$ cat src/rtl/spi_hub_pkg.sv
// Shared definitions for the SPI configuration hub: command byte fields,
// special address codes, FSM state encoding and the command decoder.
package spi_hub_pkg;

   localparam int W_BIT = 7;
   localparam int A_MSB = 3;

   localparam logic [3:0] ADDR_TBL_BASE = 4'h8;
   localparam logic [3:0] ADDR_BUF      = 4'hE;
   localparam logic [3:0] ADDR_ID       = 4'hF;

   typedef enum logic [3:0] {
      IDLE, CMD, CFG, STAT, BUF, TADDR, TDATA, ID, DRAIN
   } state_t;

   // Map the command address nibble onto the state that serves it.
   function automatic state_t decode_cmd(input logic [3:0] a, input int num_cfg,
                                         input int num_tbl);
      state_t s;
      if (int'(a) < num_cfg)
         s = CFG;
      else if (a == ADDR_BUF)
         s = STAT;
      else if (a == ADDR_ID)
         s = ID;
      else if (a >= ADDR_TBL_BASE && int'(a) < int'(ADDR_TBL_BASE) + num_tbl)
         s = TADDR;
      else
         s = DRAIN;
      return s;
   endfunction

endpackage

$ cat src/rtl/spi_hub_if.sv
// SPI pin bundle between the MCU (master) and the hub (slave).
//   ncs_spi, sck_spi, mosi_spi : master -> slave, asynchronous to clk
//   miso_spi                   : slave -> master
interface spi_hub_if;
   logic ncs_spi;
   logic sck_spi;
   logic mosi_spi;
   logic miso_spi;

   modport slave  (input ncs_spi, sck_spi, mosi_spi, output miso_spi);
   modport master (output ncs_spi, sck_spi, mosi_spi, input miso_spi);
endinterface

$ cat src/rtl/spi_hub_edge_sync.sv
// Two-flop synchronisers for the raw SPI pins plus an edge-detect stage.
//   clk, rst_n        : system clock, async active-low reset
//   ncs, sck, mosi    : raw pins
//   sck_rise/sck_fall : one-clk pulses on synchronised sck edges
//   ncs_rise/ncs_fall : one-clk pulses on synchronised ncs edges
//   mosi_s            : mosi aligned with the sck edge pulses
module spi_edge_sync (
   input  logic clk,
   input  logic rst_n,
   input  logic ncs,
   input  logic sck,
   input  logic mosi,
   output logic sck_rise,
   output logic sck_fall,
   output logic ncs_rise,
   output logic ncs_fall,
   output logic mosi_s
);

   logic [2:0] ncs_r;
   logic [2:0] sck_r;
   logic [1:0] mosi_r;

   // ncs history resets low: if reset releases while ncs is still low, no
   // fall is seen, so the interrupted transaction is ignored until the next one.
   always_ff @(posedge clk or negedge rst_n) begin
      if (!rst_n) begin
         ncs_r  <= '0;
         sck_r  <= '0;
         mosi_r <= '0;
      end else begin
         ncs_r  <= {ncs_r[1:0], ncs};
         sck_r  <= {sck_r[1:0], sck};
         mosi_r <= {mosi_r[0], mosi};
      end
   end

   assign sck_rise = sck_r[1] & ~sck_r[2];
   assign sck_fall = ~sck_r[1] & sck_r[2];
   assign ncs_rise = ncs_r[1] & ~ncs_r[2];
   assign ncs_fall = ~ncs_r[1] & ncs_r[2];
   assign mosi_s   = mosi_r[1];

endmodule

$ cat src/rtl/spi_hub.sv
// SPI slave bridging the MCU to config registers, capture buffer and tables.
//   clk, rst_n : system clock, async active-low reset
//   spi        : SPI pins (slave modport)
//   cfg_q/cfg_upd        : config registers and per-register commit strobes
//   status_in            : status word shifted out ahead of buffer data
//   buf_addr/buf_data    : capture buffer read port (1-clk latency)
//   tbl_addr/tbl_data/tbl_we : shared table write port, one-hot strobe
//   err_cnt              : saturating count of errored transactions
//
// state | meaning
// IDLE  | waiting for ncs fall
// CMD   | receiving command byte, shifting out DEVICE_ID
// CFG   | config read/write, commit on ncs rise
// STAT  | shifting out latched status word
// BUF   | streaming capture buffer words
// TADDR | receiving 16-bit table start address
// TDATA | receiving table data bytes
// ID    | repeating DEVICE_ID
// DRAIN | unknown address, ignore until ncs rise
module spi_hub
   import spi_hub_pkg::*;
#(
   parameter int          NUM_CFG   = 4,
   parameter int          CFG_W     = 32,
   parameter int          NUM_TBL   = 2,
   parameter int          TBL_AW    = 9,
   parameter int          BUF_AW    = 12,
   parameter logic [7:0]  DEVICE_ID = 8'h91
) (
   input  logic                     clk,
   input  logic                     rst_n,
   spi_hub_if.slave                 spi,
   output logic [NUM_CFG*CFG_W-1:0] cfg_q,
   output logic [NUM_CFG-1:0]       cfg_upd,
   input  logic [15:0]              status_in,
   output logic [BUF_AW-1:0]        buf_addr,
   input  logic [15:0]              buf_data,
   output logic [TBL_AW-1:0]        tbl_addr,
   output logic [7:0]               tbl_data,
   output logic [NUM_TBL-1:0]       tbl_we,
   output logic [7:0]               err_cnt
);

   localparam int SH_W  = (CFG_W > 16) ? CFG_W : 16;
   localparam int CNT_W = $clog2(SH_W + 1);

   logic sck_rise, sck_fall, ncs_rise, ncs_fall, mosi_s;
   state_t state, state_nxt, dec_state;
   logic [SH_W-1:0]  shifter;
   logic [CNT_W-1:0] bit_cnt;
   logic             cmd_w;
   logic [2:0]       cfg_idx;
   logic [1:0]       tbl_sel;
   logic             load_pend;
   logic             miso_q;
   logic [7:0]       cmd_byte;
   logic [CFG_W-1:0] cfg_rd;
   logic             byte_done, word_done, cfg_full;
   logic             commit, err_inc, out_en;

   spi_edge_sync u_sync (
      .clk      (clk),
      .rst_n    (rst_n),
      .ncs      (spi.ncs_spi),
      .sck      (spi.sck_spi),
      .mosi     (spi.mosi_spi),
      .sck_rise (sck_rise),
      .sck_fall (sck_fall),
      .ncs_rise (ncs_rise),
      .ncs_fall (ncs_fall),
      .mosi_s   (mosi_s)
   );

   assign spi.miso_spi = miso_q;

   // The byte completing on this rising edge, including the bit being sampled.
   assign cmd_byte  = {shifter[6:0], mosi_s};
   assign dec_state = decode_cmd(cmd_byte[A_MSB:0], NUM_CFG, NUM_TBL);
   assign byte_done = (bit_cnt == CNT_W'(7));
   assign word_done = (bit_cnt == CNT_W'(15));
   assign cfg_full  = (bit_cnt == CNT_W'(CFG_W));
   assign commit    = ncs_rise && state == CFG && cmd_w && cfg_full;
   assign err_inc   = (state == CMD && sck_rise && byte_done && dec_state == DRAIN) ||
                      (ncs_rise && state == CFG && cmd_w && bit_cnt != '0 && !cfg_full);
   assign out_en    = (state == CMD) || (state == CFG) || (state == STAT) ||
                      (state == BUF) || (state == ID);

   always_comb begin
      cfg_rd = '0;
      for (int k = 0; k < NUM_CFG; k++)
         if (cmd_byte[A_MSB:0] == 4'(k))
            cfg_rd = cfg_q[k*CFG_W +: CFG_W];
   end

   always_ff @(posedge clk or negedge rst_n) begin
      if (!rst_n) state <= IDLE;
      else        state <= state_nxt;
   end

   always_comb begin
      state_nxt = state;
      case (state)
         IDLE:    if (ncs_fall) state_nxt = CMD;
         CMD:     if (sck_rise && byte_done) state_nxt = dec_state;
         STAT:    if (sck_rise && word_done) state_nxt = BUF;
         TADDR:   if (sck_rise && word_done) state_nxt = TDATA;
         default: ;
      endcase
      if (ncs_rise) state_nxt = IDLE;
   end

   // mosi shifts in on rising edges; miso is re-registered from the shifter
   // MSB on falling edges, so a load on a rising edge appears at the next fall.
   always_ff @(posedge clk or negedge rst_n) begin
      if (!rst_n) begin
         cfg_q     <= '0;
         cfg_upd   <= '0;
         buf_addr  <= '0;
         tbl_addr  <= '0;
         tbl_data  <= '0;
         tbl_we    <= '0;
         err_cnt   <= '0;
         shifter   <= '0;
         bit_cnt   <= '0;
         cmd_w     <= 1'b0;
         cfg_idx   <= '0;
         tbl_sel   <= '0;
         load_pend <= 1'b0;
         miso_q    <= 1'b0;
      end else begin
         cfg_upd <= '0;
         tbl_we  <= '0;
         if (|tbl_we) tbl_addr <= tbl_addr + 1'b1;
         if (err_inc && err_cnt != 8'hFF) err_cnt <= err_cnt + 8'd1;

         if (ncs_rise) begin
            miso_q    <= 1'b0;
            load_pend <= 1'b0;
            if (commit)
               for (int k = 0; k < NUM_CFG; k++)
                  if (cfg_idx == 3'(k)) begin
                     cfg_q[k*CFG_W +: CFG_W] <= shifter[CFG_W-1:0];
                     cfg_upd[k]              <= 1'b1;
                  end
         end else if (state == IDLE) begin
            if (ncs_fall) begin
               shifter   <= SH_W'(DEVICE_ID) << (SH_W - 8);
               miso_q    <= DEVICE_ID[7];
               bit_cnt   <= '0;
               load_pend <= 1'b0;
            end
         end else if (sck_rise) begin
            shifter <= {shifter[SH_W-2:0], mosi_s};
            bit_cnt <= bit_cnt + 1'b1;
            case (state)
               CMD: if (byte_done) begin
                  bit_cnt <= '0;
                  cmd_w   <= cmd_byte[W_BIT];
                  cfg_idx <= cmd_byte[2:0];
                  tbl_sel <= cmd_byte[1:0];
                  case (dec_state)
                     CFG:  shifter <= SH_W'(cfg_rd) << (SH_W - CFG_W);
                     STAT: begin
                        shifter  <= SH_W'(status_in) << (SH_W - 16);
                        buf_addr <= '0;
                     end
                     ID:   shifter <= SH_W'(DEVICE_ID) << (SH_W - 8);
                     default: ;
                  endcase
               end
               // Saturate so any overlong write still commits the last CFG_W bits.
               CFG: if (cfg_full) bit_cnt <= bit_cnt;
               STAT, BUF: if (word_done) begin
                  bit_cnt   <= '0;
                  load_pend <= 1'b1;
               end
               TADDR: if (word_done) begin
                  bit_cnt  <= '0;
                  tbl_addr <= TBL_AW'({shifter[14:0], mosi_s});
               end
               TDATA: if (byte_done) begin
                  bit_cnt  <= '0;
                  tbl_data <= cmd_byte;
                  tbl_we   <= NUM_TBL'(1) << tbl_sel;
               end
               ID: if (byte_done) begin
                  bit_cnt <= '0;
                  shifter <= SH_W'(DEVICE_ID) << (SH_W - 8);
               end
               default: ;
            endcase
         end else if (sck_fall) begin
            if (load_pend) begin
               shifter   <= SH_W'(buf_data) << (SH_W - 16);
               miso_q    <= buf_data[15];
               buf_addr  <= buf_addr + 1'b1;
               load_pend <= 1'b0;
            end else begin
               miso_q <= out_en & shifter[SH_W-1];
            end
         end
      end
   end

endmodule

$ cat src/flat_wrapper.sv
// flat-port wrapper written by rule: the top's interface ports become plain ports
module spi_hub_flat import spi_hub_pkg::*;
#(
   parameter int          NUM_CFG   = 4,
   parameter int          CFG_W     = 32,
   parameter int          NUM_TBL   = 2,
   parameter int          TBL_AW    = 9,
   parameter int          BUF_AW    = 12,
   parameter logic [7:0]  DEVICE_ID = 8'h91
)
  (clk, rst_n, cfg_q, cfg_upd, status_in, buf_addr, buf_data, tbl_addr, tbl_data, tbl_we, err_cnt, spi_ncs_spi, spi_sck_spi, spi_mosi_spi, spi_miso_spi);
  spi_hub_if spi_i ();
  input  logic clk;
  input  logic rst_n;
  output logic [NUM_CFG*CFG_W-1:0] cfg_q;
  output logic [NUM_CFG-1:0] cfg_upd;
  input  logic [15:0] status_in;
  output logic [BUF_AW-1:0] buf_addr;
  input  logic [15:0] buf_data;
  output logic [TBL_AW-1:0] tbl_addr;
  output logic [7:0] tbl_data;
  output logic [NUM_TBL-1:0] tbl_we;
  output logic [7:0] err_cnt;
  input wire logic [$bits(spi_i.ncs_spi)-1:0] spi_ncs_spi;
  input wire logic [$bits(spi_i.sck_spi)-1:0] spi_sck_spi;
  input wire logic [$bits(spi_i.mosi_spi)-1:0] spi_mosi_spi;
  output wire logic [$bits(spi_i.miso_spi)-1:0] spi_miso_spi;
  assign spi_i.ncs_spi = spi_ncs_spi;
  assign spi_i.sck_spi = spi_sck_spi;
  assign spi_i.mosi_spi = spi_mosi_spi;
  assign spi_miso_spi = spi_i.miso_spi;
  spi_hub #(.NUM_CFG(NUM_CFG), .CFG_W(CFG_W), .NUM_TBL(NUM_TBL), .TBL_AW(TBL_AW), .BUF_AW(BUF_AW), .DEVICE_ID(DEVICE_ID)) u_core (.clk(clk), .rst_n(rst_n), .spi(spi_i), .cfg_q(cfg_q), .cfg_upd(cfg_upd), .status_in(status_in), .buf_addr(buf_addr), .buf_data(buf_data), .tbl_addr(tbl_addr), .tbl_data(tbl_data), .tbl_we(tbl_we), .err_cnt(err_cnt));
endmodule
$ cat config.mk
export PLATFORM = sky130hd
export DESIGN_NAME = spi_hub_flat
export DESIGN_NICKNAME = d
export VERILOG_FILES = /design/src/rtl/spi_hub_pkg.sv /design/src/rtl/spi_hub_if.sv /design/src/rtl/spi_hub_edge_sync.sv /design/src/rtl/spi_hub.sv /design/src/flat_wrapper.sv
export SDC_FILE = /design/constraint.sdc
export NUM_CORES = 1
export LEC_CHECK = 0
export ABC_AREA = 1
export CAP_MARGIN = 5
export CORE_MARGIN = 2
export CORE_UTILIZATION = 59
export CTS_BUF_LIST = sky130_fd_sc_hd__clkbuf_4
export CTS_CLUSTER_DIAMETER = 120
export DETAILED_ROUTE_END_ITERATION = 7
export PLACE_DENSITY = 0.95
export SETUP_SLACK_MARGIN = 0.5
export SLEW_MARGIN = 20
export SYNTH_ARGS = -nofsm -noshare
export SYNTH_HDL_FRONTEND = slang
export SYNTH_HIERARCHICAL = 1
export SYNTH_SLANG_ARGS = --single-unit
export TNS_END_PERCENT = 100
$ cat constraint.sdc
create_clock -name clk -period 4.7 [get_ports clk]
set_clock_uncertainty 0.15 [all_clocks]
set_input_delay 0.94 -clock clk [delete_from_list [all_inputs] [get_ports clk]]
set_output_delay 0.94 -clock clk [all_outputs]
set_load 0.05 [all_outputs]
==> results list, run 1 <==
- Share of power burned in the clock network: 33.9%
- The share of total power dissipated in combinational logic is 21.0%.
* Detailed Route Iter0 Violations: 1397
- In this run the critical register-to-register path is captured at u_core/shifter[3].
* Number of antenna violations at the first check in global routing: 1
* Average size of a mapped cell: 7.83 um2
- Worst hold path startpoint: u_core/u_sync/ncs_r[0]
- The layout has 1323 filler cells.
* Register area: 5680 um2
* CTS tree: built
- Max-cap violations: 0
- Synth top area cells: sky130_fd_sc_hd__dfrtp_1 50%, sky130_fd_sc_hd__nand2_1 17%, sky130_fd_sc_hd__o21ai_1 6.0%
- Capturing element type of the critical path: flop
* Post-synth cell types: 41
* Buffer type at the clock tree root: sky130_fd_sc_hd__clkbuf_4
- Largest vdd supply drop: 187 uV
- Maximum buffer depth of the clock tree: 3
* Post-synthesis sequential area ratio: 49.9%
- Total Die Area: 20400 um2
- After clock tree synthesis, the flow added hold-fix buffers numbering 0.
* Share of the synthesized area in the top cell type: 49.9%
- Number of clock sinks seen by CTS: 227
- Residual antenna-violating net count after detailed routing: 0
- Launch point of the worst reg-to-reg path: u_core/u_sync/mosi_r[1]
- Reg clk slew, reported paths: 0.07 ns
* Post-synth top cells: 507 x sky130_fd_sc_hd__nand2_1, 227 x sky130_fd_sc_hd__dfrtp_1, 137 x sky130_fd_sc_hd__o21ai_1
- For this configuration, the core starts out at a cell density of 60.5%.
* Pin count of the biggest net entering global routing: 142
- Port buffering added 208 buffers.
- Across every metal layer, demand over resource in global routing totals 34.3%.
- Dividing total power by cell area gives a power density of 326 nW/um2.
- Final Instance Count excl. Fillers: 1971
- Required time of the critical path: 5.20 ns
- Final net count: 1709
- In this run, post-CTS repair resized a total of 0 instances.
- Post-Syn Instances: 1454
- The Yosys step of the flow raised 6 warnings.
- Counting flops and latches in the post-synthesis netlist gives 227.
- After legalization and detailed placement, the total HPWL measured 23.4 mm.
- Row count: 50
- Minimum period implied by the final worst setup slack: 3.28 ns
- Via count: 11400
* Count of flip-flops with a built-in enable after synthesis: 0
* Core area: 18800 um2
- Detail-routed via count per cell: 5.79
- Crit-path max FO: 17
* Hold path endpoint: u_core/u_sync/ncs_r[1]
* Count of endpoints failing setup in the final report: 0
* Register share of total power: 45.0%
* Most frequently used cell type in the post-synthesis netlist: sky130_fd_sc_hd__nand2_1
* Worst reg2reg path depth: 10
- The worst setup path is launched from a flop.
* Post-CTS Setup Bufs: 0
* Post-DR wirelength/cell: 17.8 um
- Result of the run: finished clean
- Fraction of final layout cells with drive strength greater than 1: 9.12%
- GP Congestion: 0.902
- Number of endpoints with negative hold slack in the final report: 0
- Wire length of the first global-routing pass: 55.2 mm
- The area growth from synthesis to layout is 25.1%.
- Overflow left after global routing: 0
- Including well taps, the total number of placed cells is 1866.
* Netlist Area Pre-Place: 11400 um2
- Data on the critical path arrives at its endpoint at 3.78 ns.
* Static Leakage: 6.67 nW
* Startpoint-to-endpoint class of the critical path: reg2reg
- Number of max-slew violations in the final report: 0
- Period Utilization, post-route: 69.8%
- Synthesis produced a netlist with a net count of 1496.
- The H-tree generated during clock tree synthesis spans 2 levels.
* Cell internal power dissipation: 3.04 mW
- Flop2flop setup slack: 1.42 ns
- The biggest area contributor in the post-synthesis netlist is sky130_fd_sc_hd__dfrtp_1.
- IO Pins: 209
- Ys flop type: sky130_fd_sc_hd__dfrtp_1
- Counting the buffers created by CTS gives 57.
* Switching pwr: 1.62 mW
- Along the worst hold path, the cell count comes to 0.
* Detailed Routing Iterations Pass 1: 8
- Setup repair after global routing left no endpoint under its margin.
- Based on the critical path, the design can be clocked at up to 305 MHz.
- For the pin with the worst max-slew slack, the measured transition is 1.17 ns.
- Vias in the first global route: 11100
- In the final timing run, aggregate negative setup slack is 0 ns.
- DRC: 0
* Width of the chip: 143 um
- Sum of routed wire length over all layers: 35.0 mm
- The die is 143 um tall.
* Post-synthesis async set-or-reset flop share: 100%
* Clock latency on the worst-skew pair: 0.71 ns
- The multi-input combinational cells in the finished layout cover a total of 4930 um2.
- Headroom to the max-slew limit came out at 22.1%.
- Switching fraction of total power: 34.7%
* Hold Path Class: reg2reg
-- worst max-delay path, cell delays in order, from the launching register on --
cell,delay (ns)
sky130_fd_sc_hd__dfrtp_1,0.65
sky130_fd_sc_hd__inv_2,0.30
sky130_fd_sc_hd__nor2_2,0.75
sky130_fd_sc_hd__nand2_1,0.17
sky130_fd_sc_hd__inv_1,0.52
sky130_fd_sc_hd__nand2_1,0.20
sky130_fd_sc_hd__nand3_1,0.11
sky130_fd_sc_hd__o21ai_0,0.13
sky130_fd_sc_hd__nand3_1,0.10
sky130_fd_sc_hd__nand3_1,0.08
sky130_fd_sc_hd__nand2_1,0.10
-- cells by family after synthesis --
group | count (synthesis) | synth area share, %
and+or+nand+nor | 787 | 30.3
adders and majority gates | 5 | 0.549
DFF | 227 | 49.9
xor gates and xnor gates | 20 | 1.54
AOI/OAI and AO/OA | 234 | 10.8
buffers and inverters | 181 | 6.91
-- through the flow --
stage	area (um2)	setup slack, ns	total power [mW]	hold slack (ns)	utilization (%)
after detailed placement	13500	1.48	3.06	0.187	71.8
after CTS	14200	1.51	4.63	0.201	75.4
final	14200	1.42	4.65	0.204	75.7
after floorplan	11400	2.75	2.80	0.181	-
after global routing	14200	1.09	4.87	0.205	75.7
after global placement	13500	1.67	3.03	0.184	71.8
-- per-layer routing --
metal  global-route usage [%]  wire length (um)  vias up
li1                         -                 -     5144
met1                     43.9             13200     5332
met2                     54.2             16600      813
met3                     8.12              3860      125
met4                     18.4              1360        0
met5                        0                 0        -
-- registers in the layout, indices dropped and copies added (netlist names) --
signal and count:
u_core/cfg_q 128, u_core/shifter 32, u_core/buf_addr 12, u_core/tbl_addr 9
u_core/err_cnt 8, u_core/tbl_data 8, u_core/bit_cnt 6, u_core/cfg_upd 4
u_core/state 4, u_core/cfg_idx 3, u_core/u_sync/ncs_r 3, u_core/u_sync/sck_r 3
u_core/tbl_we 2, u_core/u_sync/mosi_r 2, u_core/cmd_w 1, u_core/load_pend 1
u_core/spi.miso_spi 1
-- worst max-delay path by stage --
stage	end	from	slack, ns	cells after the start
after global placement	u_core/tbl_addr[0]	u_core/u_sync/sck_r[2]	1.67	8
after global routing	u_core/shifter[15]	u_core/u_sync/sck_r[1]	1.09	10
after floorplan	u_core/err_cnt[2]	u_core/err_cnt[1]	2.75	7
final	u_core/shifter[3]	u_core/u_sync/mosi_r[1]	1.42	10
after CTS	u_core/tbl_data[1]	u_core/u_sync/sck_r[1]	1.51	8
after detailed placement	u_core/shifter[9]	u_core/u_sync/sck_r[1]	1.48	10
-- final cells by class --
class	count	share of cell area (%)
antenna	1	0.0176
clock buffer	75	3.95
clock inverter	27	0.834
inverter	120	3.17
multi-input combinational	1046	34.6
sequential	227	39.9
tap	260	2.28
timing repair buffer	215	15.3
-- power by group through the flow --
stage | registers (mW) | logic [mW] | clock network [mW]
finish | 2.09 | 0.978 | 1.58
global route | 2.10 | 1.07 | 1.70
CTS | 2.09 | 0.944 | 1.60
detailed placement | 2.13 | 0.938 | 0
global placement | 2.12 | 0.912 | 0
floorplan | 2.11 | 0.691 | 0
-- placed cells by master (no fill, tap or decap), types with 17 or more instances in the layout --
| cell type | n |
|---|---|
| sky130_fd_sc_hd__clkbuf_4 | 75 |
| sky130_fd_sc_hd__xor2_1 | 17 |
| sky130_fd_sc_hd__dfrtp_1 | 227 |
| sky130_fd_sc_hd__inv_1 | 103 |
| sky130_fd_sc_hd__clkdlybuf4s50_1 | 207 |
| sky130_fd_sc_hd__a21oi_1 | 33 |
| sky130_fd_sc_hd__nand2_1 | 507 |
| sky130_fd_sc_hd__nor2_1 | 84 |
| sky130_fd_sc_hd__inv_2 | 17 |
| sky130_fd_sc_hd__o21ai_0 | 42 |
| sky130_fd_sc_hd__nand3_1 | 133 |
| sky130_fd_sc_hd__o21ai_1 | 137 |
Note: power is estimated with default switching activity, not from simulation.
==> run 2: changes to the inputs <==
--- a/config.mk
+++ b/config.mk
@@ -8,11 +8,11 @@
 export ABC_AREA = 1
 export CAP_MARGIN = 5
 export CORE_MARGIN = 2
-export CORE_UTILIZATION = 59
+export CORE_UTILIZATION = 55
 export CTS_BUF_LIST = sky130_fd_sc_hd__clkbuf_4
 export CTS_CLUSTER_DIAMETER = 120
 export DETAILED_ROUTE_END_ITERATION = 7
-export PLACE_DENSITY = 0.95
+export PLACE_DENSITY = 0.89
 export SETUP_SLACK_MARGIN = 0.5
 export SLEW_MARGIN = 20
 export SYNTH_ARGS = -nofsm -noshare
==> constraint.sdc (replaced) <==
create_clock -name clk -period 3.4 [get_ports clk]
set_clock_uncertainty 0.15 [all_clocks]
set_input_delay 0.68 -clock clk [delete_from_list [all_inputs] [get_ports clk]]
set_output_delay 0.68 -clock clk [all_outputs]
set_load 0.05 [all_outputs]
==> results list, run 2 (synthesis gave the netlist of run 1 again) <==
* Clock latency on the worst-skew pair: 0.68 ns (-0.03 ns)
- Broken down by cell family, the worst path's largest delay share belongs to buffers and inverters.
- Walking the worst path, the cells encountered are clkdlybuf4s50_1.
- Standard cell with the maximum stage delay on the critical path: sky130_fd_sc_hd__clkdlybuf4s50_1
- Setup TNS: 0 ns (unchanged)
- Dpl hpwl: 23.0 mm (-1.7%)
- The peak supply drop was 285 uV (+53%).
* Commonest non-fill, non-tap cell in the layout: sky130_fd_sc_hd__nand2_1
- Capturing element type of the critical path: output pin
- The leftover overflow at the end of global routing is 0 (unchanged).
- The highest net fanout along the worst path came to 7 (-10).
- Detailed Routing Iterations Pass 1: 7 (-1)
- Period Utilization, post-route: 82.9%
* Startpoint-to-endpoint class of the critical path: reg2out
* Worst Tran Pin Value: 1.09 ns (-0.0803 ns)
- The average wire per cell in the routed design is 17.0 um (-4.2%).
- Detail-routed via count per cell: 5.67 (-2.1%)
* Total routing usage reported by global routing: 30.6% (-3.6 points)
* CTS tree: built
- The wire length of the first global-routing pass was 53.9 mm (-2.2%).
* Register bank with the most flops: u_core/cfg_q
- Max-cap violations: 0 (unchanged)
- Compared with the post-synthesis result, the final layout area differs by 25.8%.
- In the layout the commonest cells are 507 x sky130_fd_sc_hd__nand2_1, 227 x sky130_fd_sc_hd__dfrtp_1, 206 x sky130_fd_sc_hd__clkdlybuf4s50_1.
- Reg clk slew, reported paths: 0.06 ns (about the same)
- Number of antenna violations at the first check in global routing: 1 (unchanged)
- Via count: 11300 (-1.3%)
- The count of endpoints failing hold in the final timing report is 0 (unchanged).
- The largest net degree at the start of global routing was 82 (-42%).
* Result of the run: finished clean
- Maximum operating frequency: 355 MHz
* Arrival time at the worst endpoint: 1.99 ns (-1.79 ns)
- Total Power Consumption: 6.41 mW (+38%)
* CTS Buf Count: 57 (unchanged)
- The maximum root-to-sink buffer count came to 3 (unchanged).
- The path class of the tightest hold or removal check is reg2reg.
- Number of max-slew violations in the final report: 0 (unchanged)
- The combined buffer and inverter count along the critical path is 1 (-1).
- The fraction of layout cells with a size suffix above 1 came to 9.62% (+0.49 points).
- The largest incremental delay on the critical path is 0.85 ns (+0.10 ns).
- Vias in the first global route: 10700 (-3.2%)
* Residual antenna-violating net count after detailed routing: 0 (unchanged)
- Largest regs: u_core/cfg_q x128, u_core/shifter x32, u_core/buf_addr x12
* Total Die Area: 21900 um2 (+7.1%)
- The power density over the cells came to 447 nW/um2 (+37%).
- Depth of the worst hold-timing path: 0 (unchanged)
- Stages on worst setup path: 1 (-9)
* Static Leakage: 6.72 nW (+0.70%)
- CP Launch Type: flop
- The global placer's final weighted congestion was 0.911 (+1.0%).
* IO Pins: 209 (unchanged)
* RSZ-0062 raised after global routing: false
* Core area: 20300 um2 (+7.8%)
- The required time at the endpoint of the critical path was 2.57 ns (-2.63 ns).
- Count of endpoints failing setup in the final report: 0 (unchanged)
- Number of clock sinks seen by CTS: 227 (unchanged)
* Starting density of the core: 56.1% (-4.4 points)
- The flip-flop count of the largest register, all copies and words added came to 128 (unchanged).
- Hold WS: 0.194 ns (-0.0102 ns)
- Port Buffer Count: 208 (unchanged)
- The count of routing violations after the opening detailed-route iteration came to 1221 (-13%).
- Width of the chip: 148 um (+3.5%)
- Final net count: 1722 (+0.76%)
* Depth of the CTS H-tree: 2 (unchanged)
* Worst slew margin: 27.6% (+5.4 points)
* Row count: 52 (+4.0%)
- Minimum period implied by the final worst setup slack: 2.82 ns
* Worst reg2reg path depth: 8 (-2)
- The height of the die is 148 um (+3.5%).
* Buffer type at the clock tree root: sky130_fd_sc_hd__clkbuf_4
* Sum of routed wire length over all layers: 33.8 mm (-3.4%)
* DRC: 0 (unchanged)
==> run 2: changes by cell type in the layout (fill, tap and decap cells not counted), moves of 2 or more <==
cell,previous run,this run
sky130_fd_sc_hd__clkbuf_4,75,80
sky130_fd_sc_hd__buf_4,4,17
sky130_fd_sc_hd__clkinv_2,11,1
sky130_fd_sc_hd__clkinv_1,15,13
==> run 2: power breakdown <==
part,leakage [nW],internal (mW),switching [mW],total [mW]
Combinational,3.19,0.390,0.977,1.37
Clock,0.397,1.07,1.08,2.15
Sequential,3.14,2.79,0.105,2.89
==> run 2: per-layer routing <==
| metal | global-route usage, % | routed length (um) |
|---|---|---|
| met1 | 40.1 | 12900 |
| met2 | 48.7 | 15900 |
| met3 | 7.75 | 3780 |
| met4 | 13.3 | 1250 |
| met5 | 0 | 0 |
==> run 2: timing repair <==
item                       CTS  global route
buffers inserted             0             0
setup endpoints to repair    0            37
hold endpoints to repair    77             0
hold buffers                 1             0
resized for setup            0             3
==> run 2: area by class of cell <==
cell class,count,area (um2)
Fill cell,1536,5970
Sequential cell,227,5680
Multi-Input combinational cell,1047,4950
Timing Repair Buffer,227,2250
Clock buffer,80,601
Inverter,120,452
Tap cell,270,338
Clock inverter,15,61.3
Antenna cell,2,5.00
==> run 2: through the flow <==
step                      cells  setup slack [ns]  cell area [um2]  util [%]
after floorplan            1454              1.45            11400         -
after global placement     1889             0.742            13600      67.1
after detailed placement   1889             0.678            13600      67.1
after CTS                  1985             0.536            14300      70.5
after global routing       1988             0.525            14300      70.6
final                      1988             0.583            14300      70.6
==> run 2: final timing paths <==
check / from / endpoint / slack, ns
setup / recovery: u_core/buf_addr[2] / buf_addr[2] / 0.58
hold / removal: u_core/u_sync/sck_r[0] / u_core/u_sync/sck_r[1] / 0.19
setup reg to reg: u_core/shifter[1] / u_core/shifter[10] / 0.75
hold reg to reg: u_core/u_sync/sck_r[0] / u_core/u_sync/sck_r[1] / 0.19
max in group asynchronous: rst_n / u_core/cfg_upd[2] / 1.81
min in group asynchronous: rst_n / u_core/tbl_data[7] / 0.42
